## src/rtl/guarded_updown_counter_if.sv

```systemverilog
`default_nettype none
// ============================================================================
// Module      : guarded_updown_counter_if
// Description : Bundle of control inputs and status outputs for
//               guarded_updown_counter.
//               master : drives en/up_dn/load/load_val/inj_en/inj_mask/err_clr,
//                        observes q/even_pop/odd_pop/wrap/err_*.
//               slave  : the counter itself (opposite directions).
// Revision    : 1.0 - initial release
// ============================================================================
interface guarded_updown_counter_if #(
   parameter int WIDTH = 8,
   parameter int ERRW  = 8
);
   localparam int GW = $clog2(WIDTH/2 + 1);

   logic             en;
   logic             up_dn;
   logic             load;
   logic [WIDTH-1:0] load_val;
   logic             inj_en;
   logic [WIDTH-1:0] inj_mask;
   logic             err_clr;
   logic [WIDTH-1:0] q;
   logic [GW-1:0]    even_pop;
   logic [GW-1:0]    odd_pop;
   logic             wrap;
   logic             err_pulse;
   logic             err_flag;
   logic [ERRW-1:0]  err_cnt;

   modport master (
      output en, up_dn, load, load_val, inj_en, inj_mask, err_clr,
      input  q, even_pop, odd_pop, wrap, err_pulse, err_flag, err_cnt
   );

   modport slave (
      input  en, up_dn, load, load_val, inj_en, inj_mask, err_clr,
      output q, even_pop, odd_pop, wrap, err_pulse, err_flag, err_cnt
   );
endinterface
`default_nettype wire

```

## src/rtl/guarded_updown_counter.sv

```systemverilog
`default_nettype none
// ============================================================================
// Module      : guarded_updown_counter
// Description : Loadable up/down counter protected by a popcount guard.
//               The guard (even/odd bit popcounts) is always computed from
//               the clean next value, while q may be corrupted by the
//               fault-injection mask. A checker compares the guard with q
//               every cycle and raises err_pulse / err_flag / err_cnt.
// Ports       : clk  - clock, rising edge
//               rstn - synchronous active-low reset
//               bus  - guarded_updown_counter_if.slave
//                      in : en, up_dn, load, load_val, inj_en, inj_mask,
//                           err_clr
//                      out: q, even_pop, odd_pop, wrap, err_pulse,
//                           err_flag, err_cnt
// Revision    : 1.0 - initial release
// ============================================================================
module guarded_updown_counter #(
   parameter int WIDTH = 8,
   parameter int ERRW  = 8
) (
   input  wire logic                 clk,
   input  wire logic                 rstn,
   guarded_updown_counter_if.slave   bus
);
   localparam int              GW      = $clog2(WIDTH/2 + 1);
   localparam int              HALF    = WIDTH/2;
   localparam logic [ERRW-1:0] CNT_MAX = '1;

   logic [WIDTH-1:0] q_q,        q_d;
   logic [GW-1:0]    even_pop_q, even_pop_d;
   logic [GW-1:0]    odd_pop_q,  odd_pop_d;
   logic             wrap_q,     wrap_d;
   logic             err_pulse_q, err_pulse_d;
   logic             err_flag_q, err_flag_d;
   logic [ERRW-1:0]  err_cnt_q,  err_cnt_d;

   logic [WIDTH-1:0] nq;
   logic [HALF-1:0]  nq_even, nq_odd;
   logic [HALF-1:0]  q_even,  q_odd;
   logic             mismatch;
   logic [ERRW-1:0]  cnt_base;

   // Clean next value, before any injected corruption.
   always_comb begin
      nq = q_q;
      if (bus.load) begin
         nq = bus.load_val;
      end else if (bus.en) begin
         nq = bus.up_dn ? (q_q + WIDTH'(1)) : (q_q - WIDTH'(1));
      end
   end

   // Split even / odd bit lanes of the clean next value and of stored q.
   for (genvar i = 0; i < HALF; i++) begin : g_lanes
      assign nq_even[i] = nq[2*i];
      assign nq_odd[i]  = nq[2*i+1];
      assign q_even[i]  = q_q[2*i];
      assign q_odd[i]   = q_q[2*i+1];
   end

   always_comb begin
      q_d        = bus.inj_en ? (nq ^ bus.inj_mask) : nq;
      // Guard tracks nq, never the corrupted value, so a corruption is seen
      // exactly once and the guard realigns on the following edge.
      even_pop_d = GW'($countones(nq_even));
      odd_pop_d  = GW'($countones(nq_odd));
      wrap_d     = !bus.load && bus.en && (bus.up_dn ? (&q_q) : (~|q_q));

      mismatch   = (GW'($countones(q_even)) != even_pop_q) ||
                   (GW'($countones(q_odd))  != odd_pop_q);
      err_pulse_d = mismatch;
      // A mismatch on the clearing edge wins over the clear.
      err_flag_d  = (err_flag_q && !bus.err_clr) || mismatch;
      cnt_base    = bus.err_clr ? '0 : err_cnt_q;
      err_cnt_d   = cnt_base;
      if (mismatch && (cnt_base != CNT_MAX)) begin
         err_cnt_d = cnt_base + ERRW'(1);
      end
   end

   always_ff @(posedge clk) begin
      if (!rstn) begin
         q_q         <= '0;
         even_pop_q  <= '0;
         odd_pop_q   <= '0;
         wrap_q      <= 1'b0;
         err_pulse_q <= 1'b0;
         err_flag_q  <= 1'b0;
         err_cnt_q   <= '0;
      end else begin
         q_q         <= q_d;
         even_pop_q  <= even_pop_d;
         odd_pop_q   <= odd_pop_d;
         wrap_q      <= wrap_d;
         err_pulse_q <= err_pulse_d;
         err_flag_q  <= err_flag_d;
         err_cnt_q   <= err_cnt_d;
      end
   end

   assign bus.q         = q_q;
   assign bus.even_pop  = even_pop_q;
   assign bus.odd_pop   = odd_pop_q;
   assign bus.wrap      = wrap_q;
   assign bus.err_pulse = err_pulse_q;
   assign bus.err_flag  = err_flag_q;
   assign bus.err_cnt   = err_cnt_q;
endmodule
`default_nettype wire

```

## src/flat_wrapper.sv

```systemverilog
// flat-port wrapper written by rule: the top's interface ports become plain ports
module guarded_updown_counter_flat 
#(
   parameter int WIDTH = 8,
   parameter int ERRW  = 8
)
  (clk, rstn, bus_en, bus_up_dn, bus_load, bus_load_val, bus_inj_en, bus_inj_mask, bus_err_clr, bus_q, bus_even_pop, bus_odd_pop, bus_wrap, bus_err_pulse, bus_err_flag, bus_err_cnt);
  guarded_updown_counter_if #(.WIDTH(WIDTH), .ERRW(ERRW)) bus_i ();
  input  wire logic clk;
  input  wire logic rstn;
  input wire logic [$bits(bus_i.en)-1:0] bus_en;
  input wire logic [$bits(bus_i.up_dn)-1:0] bus_up_dn;
  input wire logic [$bits(bus_i.load)-1:0] bus_load;
  input wire logic [$bits(bus_i.load_val)-1:0] bus_load_val;
  input wire logic [$bits(bus_i.inj_en)-1:0] bus_inj_en;
  input wire logic [$bits(bus_i.inj_mask)-1:0] bus_inj_mask;
  input wire logic [$bits(bus_i.err_clr)-1:0] bus_err_clr;
  output wire logic [$bits(bus_i.q)-1:0] bus_q;
  output wire logic [$bits(bus_i.even_pop)-1:0] bus_even_pop;
  output wire logic [$bits(bus_i.odd_pop)-1:0] bus_odd_pop;
  output wire logic [$bits(bus_i.wrap)-1:0] bus_wrap;
  output wire logic [$bits(bus_i.err_pulse)-1:0] bus_err_pulse;
  output wire logic [$bits(bus_i.err_flag)-1:0] bus_err_flag;
  output wire logic [$bits(bus_i.err_cnt)-1:0] bus_err_cnt;
  assign bus_i.en = bus_en;
  assign bus_i.up_dn = bus_up_dn;
  assign bus_i.load = bus_load;
  assign bus_i.load_val = bus_load_val;
  assign bus_i.inj_en = bus_inj_en;
  assign bus_i.inj_mask = bus_inj_mask;
  assign bus_i.err_clr = bus_err_clr;
  assign bus_q = bus_i.q;
  assign bus_even_pop = bus_i.even_pop;
  assign bus_odd_pop = bus_i.odd_pop;
  assign bus_wrap = bus_i.wrap;
  assign bus_err_pulse = bus_i.err_pulse;
  assign bus_err_flag = bus_i.err_flag;
  assign bus_err_cnt = bus_i.err_cnt;
  guarded_updown_counter #(.WIDTH(WIDTH), .ERRW(ERRW)) u_core (.clk(clk), .rstn(rstn), .bus(bus_i));
endmodule
```

## config.mk

```make
export PLATFORM = sky130hd
export DESIGN_NAME = guarded_updown_counter_flat
export DESIGN_NICKNAME = d
export VERILOG_FILES = /design/src/rtl/guarded_updown_counter_if.sv /design/src/rtl/guarded_updown_counter.sv /design/src/flat_wrapper.sv
export SDC_FILE = /design/constraint.sdc
export NUM_CORES = 1
export LEC_CHECK = 0
export CAP_MARGIN = 15
export CORE_UTILIZATION = 45
export DETAILED_ROUTE_END_ITERATION = 10
export GPL_TIMING_DRIVEN = 0
export PLACE_DENSITY_LB_ADDON = 0.25
export SYNTH_ARGS = -nofsm -noshare
export SYNTH_HDL_FRONTEND = slang
export SYNTH_SLANG_ARGS = --single-unit
```

## constraint.sdc

```tcl
create_clock -name clk -period 2.6 [get_ports clk]
set_input_delay 0.39 -clock clk [delete_from_list [all_inputs] [get_ports clk]]
set_output_delay 0.39 -clock clk [all_outputs]
set_load 0.01 [all_outputs]
```

==> impl_metrics.yaml, run 1 <==
run_status:
  status: "finished with violations"
  violations: "setup timing"
power_and_ir_drop:
  p_leak_nw: 1.13
  power_mw: 1.62
  p_seq_share_pct: 31.5
  pwr_density_cell_nw_per_um2: 549
  p_sw_share_pct: 36.7
  peakVddDrop_uv: 505
  p_comb_share_pct: 54.1
  internal-power_mw: 1.02
  clock_power_share_pct: 14.3
  power_switching_mw: 0.594
critical_path:
  cp-start-kind: "flop"
  required_ns: 2.82
  end_kind: "flop"
  crit_path_max_fanout: 3
  crit_type: "reg2reg"
  arrival_ns: 2.85
floorplan:
  die_w_um: 68.4
  dieArea_um2: 4670
  die_height_um: 68.4
  core_um2: 4120
  initial_core_util_pct: 48.2
  num_io_pins: 48
  rows: 23
hold_path:
  holdCritPathClass: "reg2reg"
synth:
  synth-edff-count: 0
  synthFlopType: "dfxtp_1"
  avgSynthCellArea_um2: 8.85
  ys_warn_count: 0
  synth_nets: 271
  synthCells: 224
  ys_seq_area_share_pct: 25.3
  synth_area_um2: 1980
  async_flop_share_pct: 0
  synth_cell_types: 52
  ys_seq_elements: 25
placed_design:
  numPortBuffers: 46
  dp_cells: 320
  place_area_um2: 2510
  gp_congestion: 0.853
  hpwlAfterDp_um: 3520
layout:
  drive_gt1_share_pct: 26.6
  fin_cells: 336
  antenna_cells: 0
  final_cell_mix: "clkdlybuf4s50_1 (44), nand2_1 (25), dfxtp_1 (17)"
  nNetsFinal: 334
  stdcell_area_um2: 2940
  mostFrequentLayoutCell: "clkdlybuf4s50_1"
  synthToLayoutAreaGrowth_pct: 48.5
cts:
  postCtsHoldBufs: 0
  htree_levels: 1
  cts.root.buffer_cell: "clkbuf_8"
  cts.sinks: 25
  clock_latency_ns: 0.27
  cts_tree: "built"
  cts.clk_slew.worst_paths_ns: 0.09
  clk_path_buf_depth: 2
  cts_buffers: 3
drt:
  drt_wl_total_um: 5370
  vias_per_cell: 5.50
  drt_pass1_iterations: 4
  drtIter0Drc: 77
  wire_per_inst_um: 16.0
  drc_errors: 0
  num_vias: 1847
  antenna_left: 0
grt:
  grt_pass1_vias: 1749
  antenna_found_initial: 0
  grt_pass1_wl_um: 8280
  grt_max_degree: 14
  grt-ovfl-total: 0
  track_usage_pct: 24.2
timing:
  maxSlewHeadroom_pct: 63.9
  report.final.slew_viol_count: 0
  finalCriticalPeriod_ns: 2.63
  worst_slack_ns: -0.0329
  whs_ns: 0.468
  min_period_over_period_pct: 101
  clock_skew_ns: 0.00440
  rsz0062_at_grt: "true"
  tightestPinTransition_ns: 0.541
  timing_hold_violations_final: 0
  fmax_ghz: 0.380
  setup_viol: 1
run:
  max_cap_violations: 0
[per-layer routing]
layer	wire, um	track usage (%)	vias to the layer above
met5	0	0	-
met4	36	4.95	0
met3	316	4.33	4
met2	2630	41.1	69
met1	2380	31.9	863
li1	-	-	911
[metrics by stage]
stage | setup WS, ns | util (%) | TNS, ns
after CTS | -0.0551 | 68.0 | -0.0853
after floorplan | -0.207 | - | -0.516
after detailed placement | -1.04 | 60.9 | -5.91
final | -0.0329 | 71.5 | -0.0329
after global routing | -0.124 | 71.5 | -0.149
after global placement | -1.02 | 60.9 | -5.74
[layout make-up]
| cell class | count | area [um^2] |
|---|---|---|
| sequential | 25 | 526 |
| buffer | 7 | 38.8 |
| tap | 50 | 62.6 |
| inverter | 15 | 63.8 |
| multi-input combinational | 177 | 1640 |
| clock buffer | 4 | 45.0 |
| fill | 309 | 1170 |
| timing repair buffer | 58 | 566 |
[cells in the mapped netlist, types with 7 or more instances]
library cell	count	area, um^2
mux2i_1	8	80.1
nand2b_1	7	43.8
xnor2_1	10	87.6
dfxtp_1	25	500
nand3_1	8	40.0
ha_1	19	238
nand2_1	25	93.8
inv_1	15	56.3
a21oi_1	11	55.1
nor2_1	12	45.0
[flip-flops by register name, summed over array words and instances (netlist names)]
name,flops
u_core.bus.err_cnt,8
u_core.bus.err_flag,1
u_core.bus.err_pulse,1
u_core.bus.even_pop,3
u_core.bus.odd_pop,3
u_core.bus.q,8
u_core.bus.wrap,1
[power groups by stage]
| stage | Clock (mW) | Combinational, mW | Sequential (mW) |
|---|---|---|---|
| floorplan | 0 | 0.411 | 0.527 |
| global placement | 0 | 0.657 | 0.510 |
| detailed placement | 0 | 0.664 | 0.511 |
| CTS | 0.234 | 0.800 | 0.506 |
| global route | 0.258 | 0.958 | 0.517 |
| finish | 0.231 | 0.876 | 0.510 |
[critical path: stages, from the launching register on]
cell       delay, ns
dfxtp_4         0.37
inv_1           0.06
fa_2            0.39
nor2b_2         0.15
o31a_1          0.25
o2111ai_2       0.17
o311ai_4        0.15
ha_4            0.26
ha_4            0.15
fa_2            0.51
and2_1          0.12
[timing repair]
action	in CTS	in global routing
buffers inserted	8	4
resized for setup	46	25
endpoints found under the setup margin	15	13
pin swaps	21	16
[worst paths after layout]
kind | from | end | depth (start not counted) | slack [ns]
setup / recovery | u_core.bus.q[0] | u_core.bus.even_pop[1] | 10 | -0.03
hold / removal | u_core.bus.err_flag | u_core.bus.err_flag | 1 | 0.47
setup reg to reg | u_core.bus.q[0] | u_core.bus.even_pop[1] | 10 | -0.03
hold reg to reg | u_core.bus.err_flag | u_core.bus.err_flag | 1 | 0.47
[logic make-up after synthesis]
family	after synthesis	synth area share [%]
and+or+nand+nor	85	24.0
AOI/OAI and AO/OA	42	16.7
DFF	25	25.3
xor gates and xnor gates	16	7.07
muxes	10	5.18
adders and majority gates	24	17.0
buffers and inverters	22	4.80
(Power assumes the default switching activity.)
==> run 2, diff against run 1 <==
Settings changed: CORE_UTILIZATION 45 to 57, DONT_BUFFER_PORTS set to 1.
==> run 2 against run 1 <==
Effect of this change: the flow still finishes with violations (setup timing); global-route usage grew 2.2 points; die area down 20%; via count decreased by 9.7%; largest cell class unchanged; largest power group unchanged.
==> impl_metrics.yaml, run 2 (synthesis gave the netlist of run 1 again) <==
placed_design:
  preCtsSetupSlack_ns: -0.467
  numPortBuffers: 0
  dp_cells: 270
  hpwlAfterDp_um: 3290
  gp_congestion: 0.917
critical_path:
  arrival_ns: 2.98
  end_kind: "flop"
  r2r_start: "u_core.bus.q[5]"
  cpPeakStageDelay_ns: 0.51
  crit_top_cell: "ha_4"
  reg2reg_depth: 9
  cp_cell_sequence: "ha_4 > or3b_1 > a311oi_2 > a21oi_1 > o311ai_4 > ha_4 > ha_4 > fa_2 > and2_1"
  r2r_end: "u_core.bus.even_pop[1]"
  required_ns: 2.90
  cp-start-kind: "flop"
  crit_slowest_cell: "fa_2"
  crit_type: "reg2reg"
  reg2reg_slack_ns: -0.08
  crit_path_max_fanout: 8
cts:
  clk_path_buf_depth: 2
  cts_buffers: 3
  clock_latency_ns: 0.34
  cts.sinks: 25
  htree_levels: 1
  cts_tree: "built"
  cts.root.buffer_cell: "clkbuf_4"
  cts.clk_slew.worst_paths_ns: 0.16
  postCtsHoldBufs: 0
grt:
  grt-ovfl-total: 0
  grt_use_met3_pct: 5.76
  grt.met2_usage_pct: 42.7
  grt_pass1_wl_um: 7130
  track_usage_pct: 26.4
  grt_max_degree: 15
  grt-busiest-layer: "met2"
  met1_usage_pct: 35.8
  grt_pass1_vias: 1519
  antenna_found_initial: 0
run:
  max_cap_violations: 0
layout:
  final_cell_mix: "nand2_1 (24), dfxtp_1 (17), nor2_1 (12)"
  fin_cells: 283
  drive_gt1_share_pct: 30.0
  mostFrequentLayoutCell: "nand2_1"
  antenna_cells: 0
  nNetsFinal: 285
  synthToLayoutAreaGrowth_pct: 21.7
  fin_util_pct: 72.3
floorplan:
  die_w_um: 61.0
  core_um2: 3340
  num_io_pins: 48
  dieArea_um2: 3720
  die_height_um: 61.0
  rows: 21
  initial_core_util_pct: 59.4
timing:
  whs_ns: 0.195
  maxSlewHeadroom_pct: 65.7
  finalCriticalPeriod_ns: 2.68
  worst_slack_ns: -0.0765
  min_period_over_period_pct: 103
  setup_viol: 2
  rsz0062_at_grt: "true"
  fmax_ghz: 0.374
  tightestPinTransition_ns: 0.514
  timing_hold_violations_final: 0
  report.final.slew_viol_count: 0
  clock_skew_ns: 0.0243
power_and_ir_drop:
  pwr_density_cell_nw_per_um2: 583
  peakVddDrop_uv: 327
  p_leak_nw: 0.929
drt:
  num_vias: 1667
  drtIter0Drc: 90
  drt_wl_total_um: 4770
  wire_per_inst_um: 16.9
  vias_per_cell: 5.89
  drt_pass1_iterations: 5
  drc_errors: 0
  antenna_left: 0
hold_path:
  hold_depth: 2
  min_to: "u_core.bus.q[6]"
  worstHoldStart: "bus_inj_mask[6]"
  holdCritPathClass: "in2reg"
run_status:
  violations: "setup timing"
  status: "finished with violations"
==> run 2: layout make-up <==
cell class / count / area, um^2
plain buffers: 7 / 38.8
clock buffers: 3 / 22.5
clock inverters: 1 / 5.00
fillers: 257 / 926
inverters: 15 / 62.6
multi-input cells: 177 / 1620
flip-flops and latches: 25 / 531
well taps: 46 / 57.6
repair buffers: 9 / 71.3
==> run 2: per-layer routing <==
layer	wire (um)	vias up
li1	-	820
met1	2170	781
met2	2260	60
met3	299	6
met4	41	0
met5	0	-
==> run 2: how the worst max path moves through the flow <==
| stage | from | end | slack (ns) | cells past startpoint |
|---|---|---|---|---|
| after global routing | u_core.bus.q[5] | u_core.bus.even_pop[1] | -0.13 | 9 |
| after CTS | u_core.bus.q[1] | u_core.bus.even_pop[1] | -0.07 | 10 |
| after floorplan | bus_up_dn | u_core.bus.even_pop[1] | -0.21 | 10 |
| after detailed placement | bus_up_dn | u_core.bus.even_pop[1] | -0.47 | 10 |
| after global placement | bus_up_dn | u_core.bus.even_pop[1] | -0.46 | 10 |
| final | u_core.bus.q[5] | u_core.bus.even_pop[1] | -0.08 | 9 |
==> run 2: what timing repair did <==
item | in CTS | in global routing
hold endpoints to repair | 0 | 0
buffers inserted | 5 | 4
pin swaps | 13 | 14
resized for setup | 42 | 15
endpoints found under the setup margin | 14 | 12
==> run 2: worst max-delay path, delay by kind of cell, from the launching register on <==
kind	cells	cell delay [ns]
adder cells (fa/ha/maj)	4	1.22
AO/OA/AOI/OAI	3	0.50
AND/OR/NAND/NOR	2	0.51
flip-flops	1	0.42
==> run 2: metrics by stage <==
step | power, mW | cell area [um^2] | TNS [ns]
finish | 1.40 | 2410 | -0.0851
global placement | 1.03 | 2040 | -2.82
detailed placement | 1.04 | 2040 | -3.36
global route | 1.49 | 2410 | -0.368
floorplan | 0.938 | 1980 | -0.516
CTS | 1.33 | 2320 | -0.0918
==> run 2: power breakdown <==
part           leakage (nW)  internal [mW]  switching, mW
Combinational         0.700          0.333          0.330
Sequential            0.211          0.447          0.112
Clock                0.0177         0.0578          0.125
Total                 0.929          0.837          0.567
